**src/rtl/program_loader.sv**
```systemverilog
// Program-memory loader: accepts framed bytes over valid/ready, writes each payload byte
// into program memory and releases the CPU from reset only when a frame's checksum passes.
module program_loader #(
   parameter int                    ADD_WIDTH  = 7,
   parameter int                    DATA_WIDTH = 8,
   parameter logic [DATA_WIDTH-1:0] SYNC_BYTE  = 8'hA5
) (
   input  logic                  clk,
   input  logic                  rst,
   input  logic                  in_valid,
   input  logic [DATA_WIDTH-1:0] in_data,
   output logic                  in_ready,
   output logic                  pm_wr_en,
   output logic [ADD_WIDTH-1:0]  pm_addr,
   output logic [DATA_WIDTH-1:0] pm_data,
   output logic                  cpu_rst,
   output logic                  load_done,
   output logic                  load_err
);

   typedef enum logic [2:0] {
      S_IDLE, S_ADDR, S_LEN, S_DATA, S_CSUM, S_DONE, S_ERR
   } state_t;

   localparam logic [31:0] DEPTH = 32'(1) << ADD_WIDTH;

   state_t                state_q, state_d;
   logic [7:0]            csum_q, csum_d;
   logic [ADD_WIDTH-1:0]  base_q, base_d;
   logic [ADD_WIDTH-1:0]  idx_q, idx_d;
   logic [DATA_WIDTH-1:0] rem_q, rem_d;
   logic                  in_ready_q, in_ready_d;
   logic                  pm_wr_en_q, pm_wr_en_d;
   logic [ADD_WIDTH-1:0]  pm_addr_q, pm_addr_d;
   logic [DATA_WIDTH-1:0] pm_data_q, pm_data_d;
   logic                  cpu_rst_q, cpu_rst_d;
   logic                  load_done_q, load_done_d;
   logic                  load_err_q, load_err_d;

   logic                  accept;
   logic [7:0]            sum_in;

   // in_ready is registered, so a transfer is judged against the registered copy
   assign accept = in_valid && in_ready_q;
   assign sum_in = csum_q + 8'(in_data);

   always_comb begin
      state_d     = state_q;
      csum_d      = csum_q;
      base_d      = base_q;
      idx_d       = idx_q;
      rem_d       = rem_q;
      pm_wr_en_d  = 1'b0;
      pm_addr_d   = pm_addr_q;
      pm_data_d   = pm_data_q;
      cpu_rst_d   = cpu_rst_q;
      load_err_d  = load_err_q;

      case (state_q)
         S_IDLE: begin
            if (accept && in_data == SYNC_BYTE) begin
               cpu_rst_d  = 1'b1;
               load_err_d = 1'b0;
               csum_d     = '0;
               state_d    = S_ADDR;
            end
         end
         S_ADDR: begin
            if (accept) begin
               base_d  = ADD_WIDTH'(in_data);
               csum_d  = sum_in;
               state_d = S_LEN;
            end
         end
         S_LEN: begin
            if (accept) begin
               csum_d = sum_in;
               rem_d  = in_data;
               idx_d  = '0;
               if (32'(in_data) > DEPTH) begin
                  state_d = S_ERR;
               end else if (in_data == '0) begin
                  state_d = S_CSUM;
               end else begin
                  state_d = S_DATA;
               end
            end
         end
         S_DATA: begin
            if (accept) begin
               csum_d     = sum_in;
               pm_wr_en_d = 1'b1;
               pm_data_d  = in_data;
               pm_addr_d  = base_q + idx_q;
               idx_d      = idx_q + 1'b1;
               rem_d      = rem_q - DATA_WIDTH'(1);
               if (rem_q == DATA_WIDTH'(1)) begin
                  state_d = S_CSUM;
               end
            end
         end
         S_CSUM: begin
            if (accept) begin
               state_d = (sum_in == 8'h00) ? S_DONE : S_ERR;
            end
         end
         default: state_d = S_IDLE;
      endcase

      // DONE and ERR outputs are set on entry so they appear the cycle after the deciding byte
      load_done_d = (state_d == S_DONE);
      if (state_d == S_DONE) begin
         cpu_rst_d = 1'b0;
      end
      if (state_d == S_ERR) begin
         load_err_d = 1'b1;
      end
      in_ready_d = (state_d != S_DONE) && (state_d != S_ERR);
   end

   always_ff @(posedge clk) begin
      if (rst) begin
         state_q     <= S_IDLE;
         csum_q      <= '0;
         base_q      <= '0;
         idx_q       <= '0;
         rem_q       <= '0;
         in_ready_q  <= 1'b0;
         pm_wr_en_q  <= 1'b0;
         pm_addr_q   <= '0;
         pm_data_q   <= '0;
         cpu_rst_q   <= 1'b1;
         load_done_q <= 1'b0;
         load_err_q  <= 1'b0;
      end else begin
         state_q     <= state_d;
         csum_q      <= csum_d;
         base_q      <= base_d;
         idx_q       <= idx_d;
         rem_q       <= rem_d;
         in_ready_q  <= in_ready_d;
         pm_wr_en_q  <= pm_wr_en_d;
         pm_addr_q   <= pm_addr_d;
         pm_data_q   <= pm_data_d;
         cpu_rst_q   <= cpu_rst_d;
         load_done_q <= load_done_d;
         load_err_q  <= load_err_d;
      end
   end

   assign in_ready  = in_ready_q;
   assign pm_wr_en  = pm_wr_en_q;
   assign pm_addr   = pm_addr_q;
   assign pm_data   = pm_data_q;
   assign cpu_rst   = cpu_rst_q;
   assign load_done = load_done_q;
   assign load_err  = load_err_q;

endmodule

```
**config.mk**
```make
export PLATFORM = sky130hd
export DESIGN_NAME = program_loader
export DESIGN_NICKNAME = d
export VERILOG_FILES = /design/src/rtl/program_loader.sv
export SDC_FILE = /design/constraint.sdc
export NUM_CORES = 1
export LEC_CHECK = 0
export CAP_MARGIN = 10
export CORE_AREA = 3 3 80 82
export CTS_CLUSTER_DIAMETER = 40
export DETAILED_ROUTE_END_ITERATION = 12
export DIE_AREA = 0 0 83 85
export PLACE_DENSITY_LB_ADDON = 0.08
export SLEW_MARGIN = 15
export SYNTH_ARGS = -nofsm -noshare
export SYNTH_HDL_FRONTEND = slang
export SYNTH_SLANG_ARGS = --single-unit
```
**constraint.sdc**
```tcl
create_clock -name clk -period 2.86 [get_ports clk]
set_clock_uncertainty 0.15 [all_clocks]
set_input_delay 0.715 -clock clk [delete_from_list [all_inputs] [get_ports clk]]
set_output_delay 0.715 -clock clk [all_outputs]
set_load 0.02 [all_outputs]
```
# --- Word level (Yosys, flattened, before mapping) ---
# Index checks and enable logic that the tools add are counted.
classes:
  addsub: 4
  n_eq_ne: 14
  n_mux: 26
  bitwise_logic: 1
  n_reduce_logical: 20
  magnitude_cmp: 1
op_table:
  columns: ["cell", "n"]
  rows:
  - ["8-bit two-way mux", 4]
  - ["8-bit one-hot mux with 2 select lines", 2]
  - ["3-bit two-way mux", 8]
  - ["8-bit zero test", 2]
  - ["3-bit one-hot mux with 5 select lines", 1]
  - ["7-bit two-way mux", 2]
  - ["7-bit one-hot mux with 2 select lines", 1]
  - ["2-bit nonzero test", 6]
  - ["3-bit equality test (second input constant)", 3]
  - ["8-bit adder", 1]
  - ["8-bit by 1-bit equality test with 1-bit output (second input constant)", 1]
  - ["8-bit equality test (second input constant)", 1]
  - ["8-bit > comparator (second input constant)", 1]
  - ["2-bit AND reduction", 4]
  - ["8-bit by 1-bit subtractor with 8-bit output (second input constant)", 1]
  - ["7-bit by 1-bit adder with 7-bit output (second input constant)", 1]
  - ["7-bit adder", 1]
  - ["1-bit two-way mux", 7]
  - ["3-bit by 2-bit equality test with 1-bit output (second input constant)", 2]
  - ["2-bit != test (second input constant)", 3]
  - ["3-bit != test (second input constant)", 2]
  - ["3-bit AND reduction", 2]
  - ["3-bit by 1-bit equality test with 1-bit output (second input constant)", 1]
  - ["1-bit logical AND", 3]
  - ["other kinds (6)", 6]
totals:
  in_bits: 11
  ff_bits: 53
  wordCells: 78
  output_inout_bits: 20

# --- Logic depth before layout (Yosys ltp) ---
depth:
  ltp_word: 8
  depth_mapped: 9
  ltp_nobuf: 9

# --- Worst setup path after synthesis ---
# Ideal clock, no wire load.
synth_timing:
  path_kind: "input -> register"
  from: "input port in_data[0]"
  to: "register state_q[0]"
  arrival_time_ns: 2.648
  stages: 8
  required_ns: 2.624
  path_buffers: 0
  slack_ns: -0.023
  path_cell_list: "ha_1 > fa_1 > xnor2_1 > or4b_1 > a221oi_1 > o2111a_1 > a21oi_1 > a211oi_1"
synth_via:
  elab_chain_cells: 5
synth_rtl:
  columns: ["element", "line", "rtl"]
  rows:
  - ["start: declaration", "11", "input logic [DATA_WIDTH-1:0] in_data,"]
  - ["8-bit adder or 8-bit zero test (tied branches)", "45, 82", null]
  - ["8-bit zero test or 3-bit two-way mux (tied branches)", "104, 82", null]
  - ["2-bit two-way mux or 3-bit two-way mux (tied branches)", "104, 80", null]
  - ["3-bit two-way mux, on equally long branches", "103, 76", null]
  - ["3-bit one-hot mux with 5 select lines (*)", "59", "case (state_q)"]
  - ["end signal: assignment", "136", "state_q <= state_d;"]
  - ["end: declaration", "27", "state_t state_q, state_d;"]
# Every way passes the cells marked *; elsewhere a longest branch is shown, timed or not.
# A chain may end at the register's enable or synchronous reset.

# --- Worst setup path after layout ---
layout_timing:
  from: "input port in_data[0]"
  to: "register in_ready_q, in the netlist in_ready"
layout_via:
  elab_chain_cells: 7
layout_rtl:
  columns: ["element", "line", "rtl"]
  rows:
  - ["8-bit adder or 8-bit zero test (tied branches)", "45, 82", null]
  - ["8-bit zero test or 3-bit two-way mux (tied branches)", "104, 82", null]
  - ["2-bit two-way mux or 3-bit two-way mux (tied branches)", "104, 80", null]
  - ["3-bit two-way mux, on equally long branches", "103, 76", null]
  - ["3-bit one-hot mux with 5 select lines (*)", "59", null]
  - ["3-bit != test", "118", "in_ready_d = (state_d != S_DONE) && (state_d != S_ERR);"]
  - ["1-bit logical AND (*)", "118", null]
  - ["end signal: assignment", "141", "in_ready_q <= in_ready_d;"]
  - ["end: declaration", "32", "logic in_ready_q, in_ready_d;"]
# Marks and branches as above.

==> metrics.cfg <==
[outcome]
outcome=finished, final reports clean

[setup_path]
crit_chain=buf_6 > ha_4 > fa_2 > xnor2_2 > or4b_4 > a221oi_2 > o2111a_1 > o21a_1 > a32o_1
cp_slowest_cell=or4b_4
arrival_ns=2.83
critPathKind=in2reg
cpPeakStageDelay_ns=0.49
crit_path_end_kind=flop
cp_data_required_time_ns=2.97
path_max_fanout=3
worstSetupStartpointType=input pin

[layout]
nets=446
area_growth_pct=30.10
n_antenna_cell=0
final_layout_size_suffix_gt1_share_pct=17.46
final_area_sq_um=3742
fillers=526
fin_cells=493

[synth]
synth_area_leader_cell=dfxtp_1
async_flop_share_pct=0
yosysTopAreaCellShare_pct=36.89
netlist_instances=354
synth-seq-area-share_pct=36.89
synth-seq-cells=53
yosysUniqueCellTypes=59
synth_edf_count=0
ys_top_cells_by_area=dfxtp_1 37%, ha_1 7.0%, a21oi_1 6.4%
ys_warn_count=0
ys.flop_type=dfxtp_1
synthesis.nets=383
synth.avg_cell_area_sq_um=8.126
synth_area_sq_um=2877

[die]
die_area_sq_um=7055
ios=31
die_x_um=83
coreArea_sq_um=5816
fp-row-count=28
dieHeight_um=85
start_util_pct=49.46

[place]
post_dp_cell_area_sq_um=3516
dp_cells=485
port_buffers=30
dp_hpwl_mm=5.827
globalplace.congestion=0.8874
dpl_worst_slack_ns=-0.6070

[sta]
relSlewSlack_pct=66.61
fin_crit_ns=2.716
fmax_mhz=368.1
setup_viol=0
period_share_pct=94.98
hold_viol=0
rsz0062_at_grt=no
final_max_slew_viol_count=0
tns_ns=0
setup_ws_ns=0.1436
worst_pin_slew_ns=0.4993

[clock_network]
cts.reportedPaths.clkPinSlew_ns=0.11
cts.htree.levels=2
cts_root_buf=clkbuf_8
cts_buffers=5
post_cts_buffers=0
numClockSinks=53
insertion_delay_ns=0.32
clk_path_buf_depth=2
hold_buffers=0
cts_tree=yes

[route]
wire_per_inst_um=15.80
route.detailed.drc=0
drt_iter0_markers=201
num_vias=2786
drtPass1Iterations=4
vias_per_cell=5.651
wl_mm=7.788
drtAntennaViolNets=0

[power_and_ir_drop]
ir_worst_vdd_mv=0.2511
power.density_nw_per_um2=349.2
p_leak_nw=1.415

[global_route]
antenna_found_initial=0
grt_use_total_pct=22.12
grt_pass1_wl_mm=12.67
grt_pass1_vias=2575
grt_overflow=0
grt_max_degree=30

[run]
maxCapViolCount=0

[min_path]
min_path_type=reg2reg

[critical path: cells and delay by family]
family | cells | cell delay [ns]
AO/OA/AOI/OAI | 4 | 0.80
XOR/XNOR | 1 | 0.17
adder cells (fa/ha/maj) | 2 | 0.54
buffers and inverters | 1 | 0.10
AND/OR/NAND/NOR | 1 | 0.49
[cells in the mapped netlist, types with 2 or more instances]
| master | instances |
|---|---|
| and2_1 | 3 |
| nand2_1 | 40 |
| a211oi_1 | 7 |
| nor3_1 | 4 |
| xor2_1 | 5 |
| a22o_1 | 2 |
| mux2i_1 | 7 |
| fa_1 | 2 |
| xnor2_1 | 4 |
| ha_1 | 16 |
| or3b_1 | 2 |
| nand4_1 | 3 |
| a21o_1 | 3 |
| nand3_1 | 19 |
| clkbuf_1 | 12 |
| nand3b_1 | 5 |
| or4_1 | 2 |
| a31oi_1 | 4 |
| nor4_1 | 2 |
| o21bai_1 | 3 |
| nor2_1 | 42 |
| dfxtp_1 | 53 |
| nand2b_1 | 5 |
| nor3b_1 | 2 |
| a22oi_1 | 2 |
| nor4b_1 | 2 |
| nor2b_1 | 5 |
| or3_1 | 3 |
| or2_2 | 2 |
| o21ai_0 | 10 |
| o31ai_1 | 2 |
| a21oi_1 | 37 |
| o21ai_1 | 5 |
| inv_1 | 13 |
| and3_1 | 2 |
[layout make-up]
type / instances / area (sq um) / share of cell area (%)
well taps: 75 / 93.84 / 2.508
repair buffers: 69 / 594.3 / 15.88
clock inverters: 3 / 25.02 / 0.6687
clock buffers: 5 / 68.82 / 1.839
flip-flops and latches: 53 / 1061 / 28.35
inverters: 13 / 48.80 / 1.304
multi-input cells: 275 / 1851 / 49.45
[where the power goes]
part	internal, mW	switching [mW]	leakage, nW
logic	0.0565	0.0651	0.943
clock network	0.177	0.268	0.0447
registers	0.738	0.00148	0.427
total	0.972	0.335	1.41
[cells in the final DEF (no fill, tap or decap), types with 3 or more instances in the layout]
cell	instances
xor2_1	5
a31oi_1	4
o21bai_1	3
dfxtp_1	53
inv_1	13
dlymetal6s2s_1	3
ha_1	10
and2_1	3
mux2i_1	7
ha_4	4
nand3_1	19
o21ai_0	10
nand3b_1	5
clkdlybuf4s50_1	23
clkbuf_8	5
or3_1	3
a211oi_2	3
a211oi_1	4
o21ai_1	4
nor2b_1	5
a21oi_1	37
nand4_1	3
nand2_1	40
buf_4	39
nor3_1	4
a21o_1	3
xnor2_1	3
nor2_1	42
nand2b_1	5
[layer usage]
| metal | vias to the layer above | global-route usage (%) | part of all wire (%) |
|---|---|---|---|
| met5 | - | 0 | 0 |
| met4 | 0 | 6.538 | 0.99 |
| met3 | 8 | 3.398 | 5.0 |
| met2 | 88 | 36.01 | 46 |
| met1 | 1304 | 30.48 | 48 |
| li1 | 1386 | - | - |
[worst paths after layout]
check | start | end | slack, ns | depth (start not counted)
hold reg to reg | pm_addr[4] | pm_addr[4] | 0.31 | 2
setup / recovery | in_data[0] | in_ready | 0.14 | 9
hold / removal | pm_addr[4] | pm_addr[4] | 0.31 | 2
setup reg to reg | csum_q[0] | in_ready | 0.27 | 8
[metrics by stage]
step / hold slack, ns / util, % / power (mW)
2_1_floorplan: 0.3016 / - / 0.8013
3_3_place_gp: 0.2924 / 60.46 / 0.8679
3_5_place_dp: 0.2985 / 60.46 / 0.8684
4_1_cts: 0.3194 / 63.36 / 1.314
5_1_grt: 0.3320 / 64.35 / 1.353
6_report: 0.3147 / 64.35 / 1.307
[kinds of logic (layout without fill, tap and decap cells)]
family / after synthesis / in the layout / synth area share (%)
and+or+nand+nor: 150 / 150 / 26.01
AOI/OAI and AO/OA: 91 / 91 / 20.14
DFF: 53 / 53 / 36.89
buffers and inverters: 26 / 90 / 3.436
adders and majority gates: 18 / 18 / 8.351
xor gates and xnor gates: 9 / 9 / 2.740
muxes: 7 / 7 / 2.436
[timing repair]
action,CTS,global route
gates resized for setup,18,18
cloned,0,0
endpoints found under the setup margin,6,6
pin swaps,6,8
[flip-flops by register name (all words and copies together) (netlist names)]
signal	cells
rem_q	8
pm_addr	7
pm_wr_en	1
load_done	1
in_ready	1
cpu_rst	1
state_q	3
base_q	7
pm_data	8
idx_q	7
load_err	1
csum_q	8
No activity file was read; power rests on OpenSTA's default activity.
==> RTL edit 1 (config.mk and constraints unchanged) <==
The parameter `ADD_WIDTH` goes from 7 to 14.
--- a/src/rtl/program_loader.sv
+++ b/src/rtl/program_loader.sv
@@ -3,3 +3,3 @@
 module program_loader #(
-   parameter int                    ADD_WIDTH  = 7,
+   parameter int                    ADD_WIDTH  = 14,
    parameter int                    DATA_WIDTH = 8,
Interface: changed (resized pm_addr); port bits go from 31 to 38. The function was not compared with the original's and may differ.
==> RTL edit 1 against the original RTL <==
- routed wire length up 21%
- clock power is 110% higher
- final area grew 24%
- area after synthesis up 23%
- power increased by 54%
- first-iteration DRC count increased by 39%
- worst setup slack lost 0.11 ns
- sequential share of layout area up 1.1 points
- utilization increased by 15 points
- sequential power grew 28%
- sequential cell count up 15
- register-to-register slack got worse by 0.10 ns
- critical path type unchanged
- highest routed layer unchanged
==> RTL edit 1: results (changes against the original RTL) <==
<table>
<tr><th>Metric</th><th>Value</th></tr>
<tr><th colspan="2">Setup path</th></tr>
<tr><td>FF-to-FF setup slack</td><td>0.17 ns (-0.10 ns)</td></tr>
<tr><td>Arrival time worst endpoint</td><td>2.91 ns (+0.08 ns)</td></tr>
<tr><th colspan="2">Placement</th></tr>
<tr><td>Cell Count Post-Placement</td><td>569 (+17%)</td></tr>
<tr><td>Standard cell area after detailed placement</td><td>0.004287 sq mm (+22%)</td></tr>
<tr><td>Number of buffers added on ports</td><td>37 (+23%)</td></tr>
<tr><th colspan="2">Yosys</th></tr>
<tr><td>Xor and xnor area share after synthesis</td><td>6.212% (+3.5 points)</td></tr>
<tr><td>Arithmetic-cell share of the synthesized area counting full adders, half adders and majority gates</td><td>7.526% (-0.83 points)</td></tr>
<tr><td>Number of standard cells after synthesis</td><td>437 (+23%)</td></tr>
<tr><td>Sequential cell area fraction in the yosys report</td><td>38.62% (+1.7 points)</td></tr>
<tr><td>Leading post-synthesis cells by instance count</td><td>69 x sky130_fd_sc_hd__nor2_1, 68 x sky130_fd_sc_hd__dfxtp_1, 60 x sky130_fd_sc_hd__nand2_1</td></tr>
<tr><td>Yosys cell types</td><td>51 (-14%)</td></tr>
<tr><th colspan="2">Layout</th></tr>
<tr><td>Multi-input comb cells</td><td>341 (+24%)</td></tr>
<tr><td>Final clock-cell share</td><td>5.195% (+2.7 points)</td></tr>
<tr><td>Buffers outside the clock class</td><td>82 (+19%)</td></tr>
<tr><td>Fill cell total of the finished layout</td><td>415 (-21%)</td></tr>
<tr><td>Clock buffer count in the final layout</td><td>10 (+5)</td></tr>
<tr><th colspan="2">Global route</th></tr>
<tr><td>Global-route met2 utilization</td><td>42.64% (+6.6 points)</td></tr>
<tr><td>Via count of the first global-routing pass</td><td>3,099 (+20%)</td></tr>
<tr><td>Pin count of the biggest net entering global routing</td><td>31 (+3.3%)</td></tr>
<tr><td>GRT Overall Usage</td><td>26.26% (+4.1 points)</td></tr>
<tr><th colspan="2">Drt</th></tr>
<tr><td>Wire length on met1</td><td>4288 um (+14%)</td></tr>
<tr><td>Vias per std cell</td><td>5.883 (+4.1%)</td></tr>
<tr><td>Amount of wire on met3 after detailed routing</td><td>555 um (+42%)</td></tr>
<tr><th colspan="2">Worst hold path</th></tr>
<tr><td>Min-Delay Startpoint</td><td>pm_addr[5]</td></tr>
<tr><td>Hold endpoint</td><td>pm_addr[5]</td></tr>
<tr><th colspan="2">Clocking</th></tr>
<tr><td>Count of H-tree levels built during CTS</td><td>3 (+1)</td></tr>
<tr><td>Insertion delay of the later-clocked pin in the worst-skew pair</td><td>0.34 ns (+0.02 ns)</td></tr>
<tr><td>Clock transition at the register clock pins on the worst setup and hold paths after CTS</td><td>0.07 ns (-0.04 ns)</td></tr>
<tr><th colspan="2">Run status</th></tr>
<tr><td>Outcome</td><td>finished, final reports clean</td></tr>
<tr><th colspan="2">Power and ir drop</th></tr>
<tr><td>Worst supply voltage drop on vdd</td><td>0.3380 mV (+35%)</td></tr>
</table>
## RTL edit 1: cell types whose count changed after synthesis, sizes merged, moves of 5 or more
cell,before,now
dfxtp,53,68
nand2,40,60
nand3,19,14
nand3b,5,0
nor2,42,69
xnor2,4,15
xor2,5,10
## RTL edit 1: worst min-delay path, delay by kind of cell (launching register included)
family             cells  cell delay [ns]
AOI/OAI and AO/OA      1             0.05
DFF                    1             0.31
and+or+nand+nor        1             0.05
## RTL edit 1: what timing repair did
action / CTS / global route
pin swaps: 7 / 13
buffers inserted: 3 / 3
gates resized for setup: 11 / 16
setup endpoints to repair: 5 / 4
## RTL edit 1: power by group through the flow
stage / clock network (W) / logic (W) / registers [W]
2_1_floorplan: 0 / 0.0000441 / 0.000970
3_3_place_gp: 0 / 0.000106 / 0.000970
3_5_place_dp: 0 / 0.000109 / 0.000970
4_1_cts: 0.000957 / 0.000111 / 0.000948
5_1_grt: 0.00100 / 0.000127 / 0.000948
6_report: 0.000953 / 0.000118 / 0.000948
==> RTL edit 2 (config.mk and constraints unchanged) <==
Made on the original files. Make the reset (`rst`) asynchronous in one clocked block.
--- a/src/rtl/program_loader.sv
+++ b/src/rtl/program_loader.sv
@@ -120,3 +120,3 @@
 
-   always_ff @(posedge clk) begin
+   always_ff @(posedge clk or posedge rst) begin
       if (rst) begin
Function: differs if rst is asserted again (counterexample within 4 cycles, from zero or initial values and one cycle with rst high); with rst held inactive, the same outputs for 4 cycles.
==> RTL edit 2 against the original RTL <==
- worst hold slack improved by 0.031 ns
- sequential cell count unchanged
- area after synthesis increased by 4.4%
- sequential share of layout area increased by 7.4 points
- global-route usage decreased by 2.5 points
- worst setup slack got worse by 0.040 ns
- routed wire length decreased by 17%
- final cell count decreased by 12%
- register-to-register slack improved by 0.12 ns
- largest cell class unchanged
- highest routed layer unchanged
- synthesized cell count decreased by 14%
- final area decreased by 0.67%
Power is left out: it rests on default switching activity, and per cell area and clock period it moved more than threefold.
==> RTL edit 2: results (changes against the original RTL) <==
<table>
<tr><th>Metric</th><th>Value</th></tr>
<tr><th colspan="2">Run status</th></tr>
<tr><td>Outcome</td><td>finished, final reports clean</td></tr>
<tr><th colspan="2">Layout</th></tr>
<tr><td>Buffers outside the clock class</td><td>59 (-14%)</td></tr>
<tr><td>Fraction of area in multi-input gates</td><td>42.54% (-6.9 points)</td></tr>
<tr><td>Final clock-cell share</td><td>3.231% (+0.72 points)</td></tr>
<tr><td>Proportion of layout cells with a drive suffix above 1</td><td>18.06% (+0.59 points)</td></tr>
<tr><td>Clock buffer count in the final layout</td><td>6 (+1)</td></tr>
<tr><td>Data-path buffer share of cell area in the final layout</td><td>14.27% (-1.6 points)</td></tr>
<tr><td>Share of cell area taken by flip-flops and latches</td><td>35.71% (+7.4 points)</td></tr>
<tr><td>Fill cell total of the finished layout</td><td>513 (-2.5%)</td></tr>
<tr><td>Non-clk invs</td><td>17 (+4)</td></tr>
<tr><th colspan="2">Global route</th></tr>
<tr><td>Met3 routing resource usage after global routing</td><td>3.689% (+0.29 points)</td></tr>
<tr><td>Wire length of the first global-routing pass</td><td>11,300 um (-11%)</td></tr>
<tr><td>GRT Overall Usage</td><td>19.61% (-2.5 points)</td></tr>
<tr><td>Global-route met2 utilization</td><td>35.42% (-0.58 points)</td></tr>
<tr><td>Pin count of the biggest net entering global routing</td><td>54 (+80%)</td></tr>
<tr><td>Met1 Resource Use GR</td><td>24.60% (-5.9 points)</td></tr>
<tr><td>Via count of the first global-routing pass</td><td>2,399 (-6.8%)</td></tr>
<tr><th colspan="2">Yosys</th></tr>
<tr><td>Nets in the synthesized netlist</td><td>335 (-13%)</td></tr>
<tr><td>Area contributors post-synth</td><td>sky130_fd_sc_hd__dfrtp_1 43%, sky130_fd_sc_hd__ha_1 6.7%, sky130_fd_sc_hd__nand2_1 4.4%, sky130_fd_sc_hd__o21ai_0 4.0%, sky130_fd_sc_hd__a21oi_1 3.7%</td></tr>
<tr><td>Sequential cell area fraction in the yosys report</td><td>44.21% (+7.3 points)</td></tr>
<tr><td>Fraction of synthesis flops using an asynchronous set or reset pin</td><td>100.0% (+100 points)</td></tr>
<tr><td>Number of standard cells after synthesis</td><td>306 (-14%)</td></tr>
<tr><td>Arithmetic-cell share of the synthesized area counting full adders, half adders and majority gates</td><td>8.000% (-0.35 points)</td></tr>
<tr><td>Share of the synthesized area in compound gates (AO/OA/AOI/OAI)</td><td>16.54% (-3.6 points)</td></tr>
<tr><th colspan="2">Placement</th></tr>
<tr><td>Cell Count Post-Placement</td><td>426 (-12%)</td></tr>
<tr><td>Dpl ws</td><td>-0.4210 ns (+0.1861 ns)</td></tr>
<tr><td>HPWL after DPL</td><td>4868 um (-16%)</td></tr>
<tr><td>Final GP Congestion</td><td>0.8588 (-3.2%)</td></tr>
<tr><th colspan="2">Clocking</th></tr>
<tr><td>Insertion delay of the later-clocked pin in the worst-skew pair</td><td>0.30 ns (-0.02 ns)</td></tr>
</table>
## RTL edit 2: worst max-delay path, stage by stage
cell and delay [ns]:
sky130_fd_sc_hd__clkdlybuf4s50_1 0.45, sky130_fd_sc_hd__ha_1 0.36, sky130_fd_sc_hd__a21oi_2 0.20, sky130_fd_sc_hd__o31ai_4 0.11, sky130_fd_sc_hd__xor2_1 0.21, sky130_fd_sc_hd__nor4_4 0.27
sky130_fd_sc_hd__nand3_2 0.14, sky130_fd_sc_hd__a221o_1 0.34
## RTL edit 2: path summary, 6_finish.rpt
kind,start,end,slack (ns),cells past startpoint
max,in_data[4],load_err,0.10,8
min,pm_addr[5],pm_addr[5],0.35,2
max reg2reg,csum_q[0],load_err,0.39,8
min reg2reg,pm_addr[5],pm_addr[5],0.35,2
max in group asynchronous,rst,cpu_rst,1.65,3
min in group asynchronous,rst,csum_q[0],0.62,3
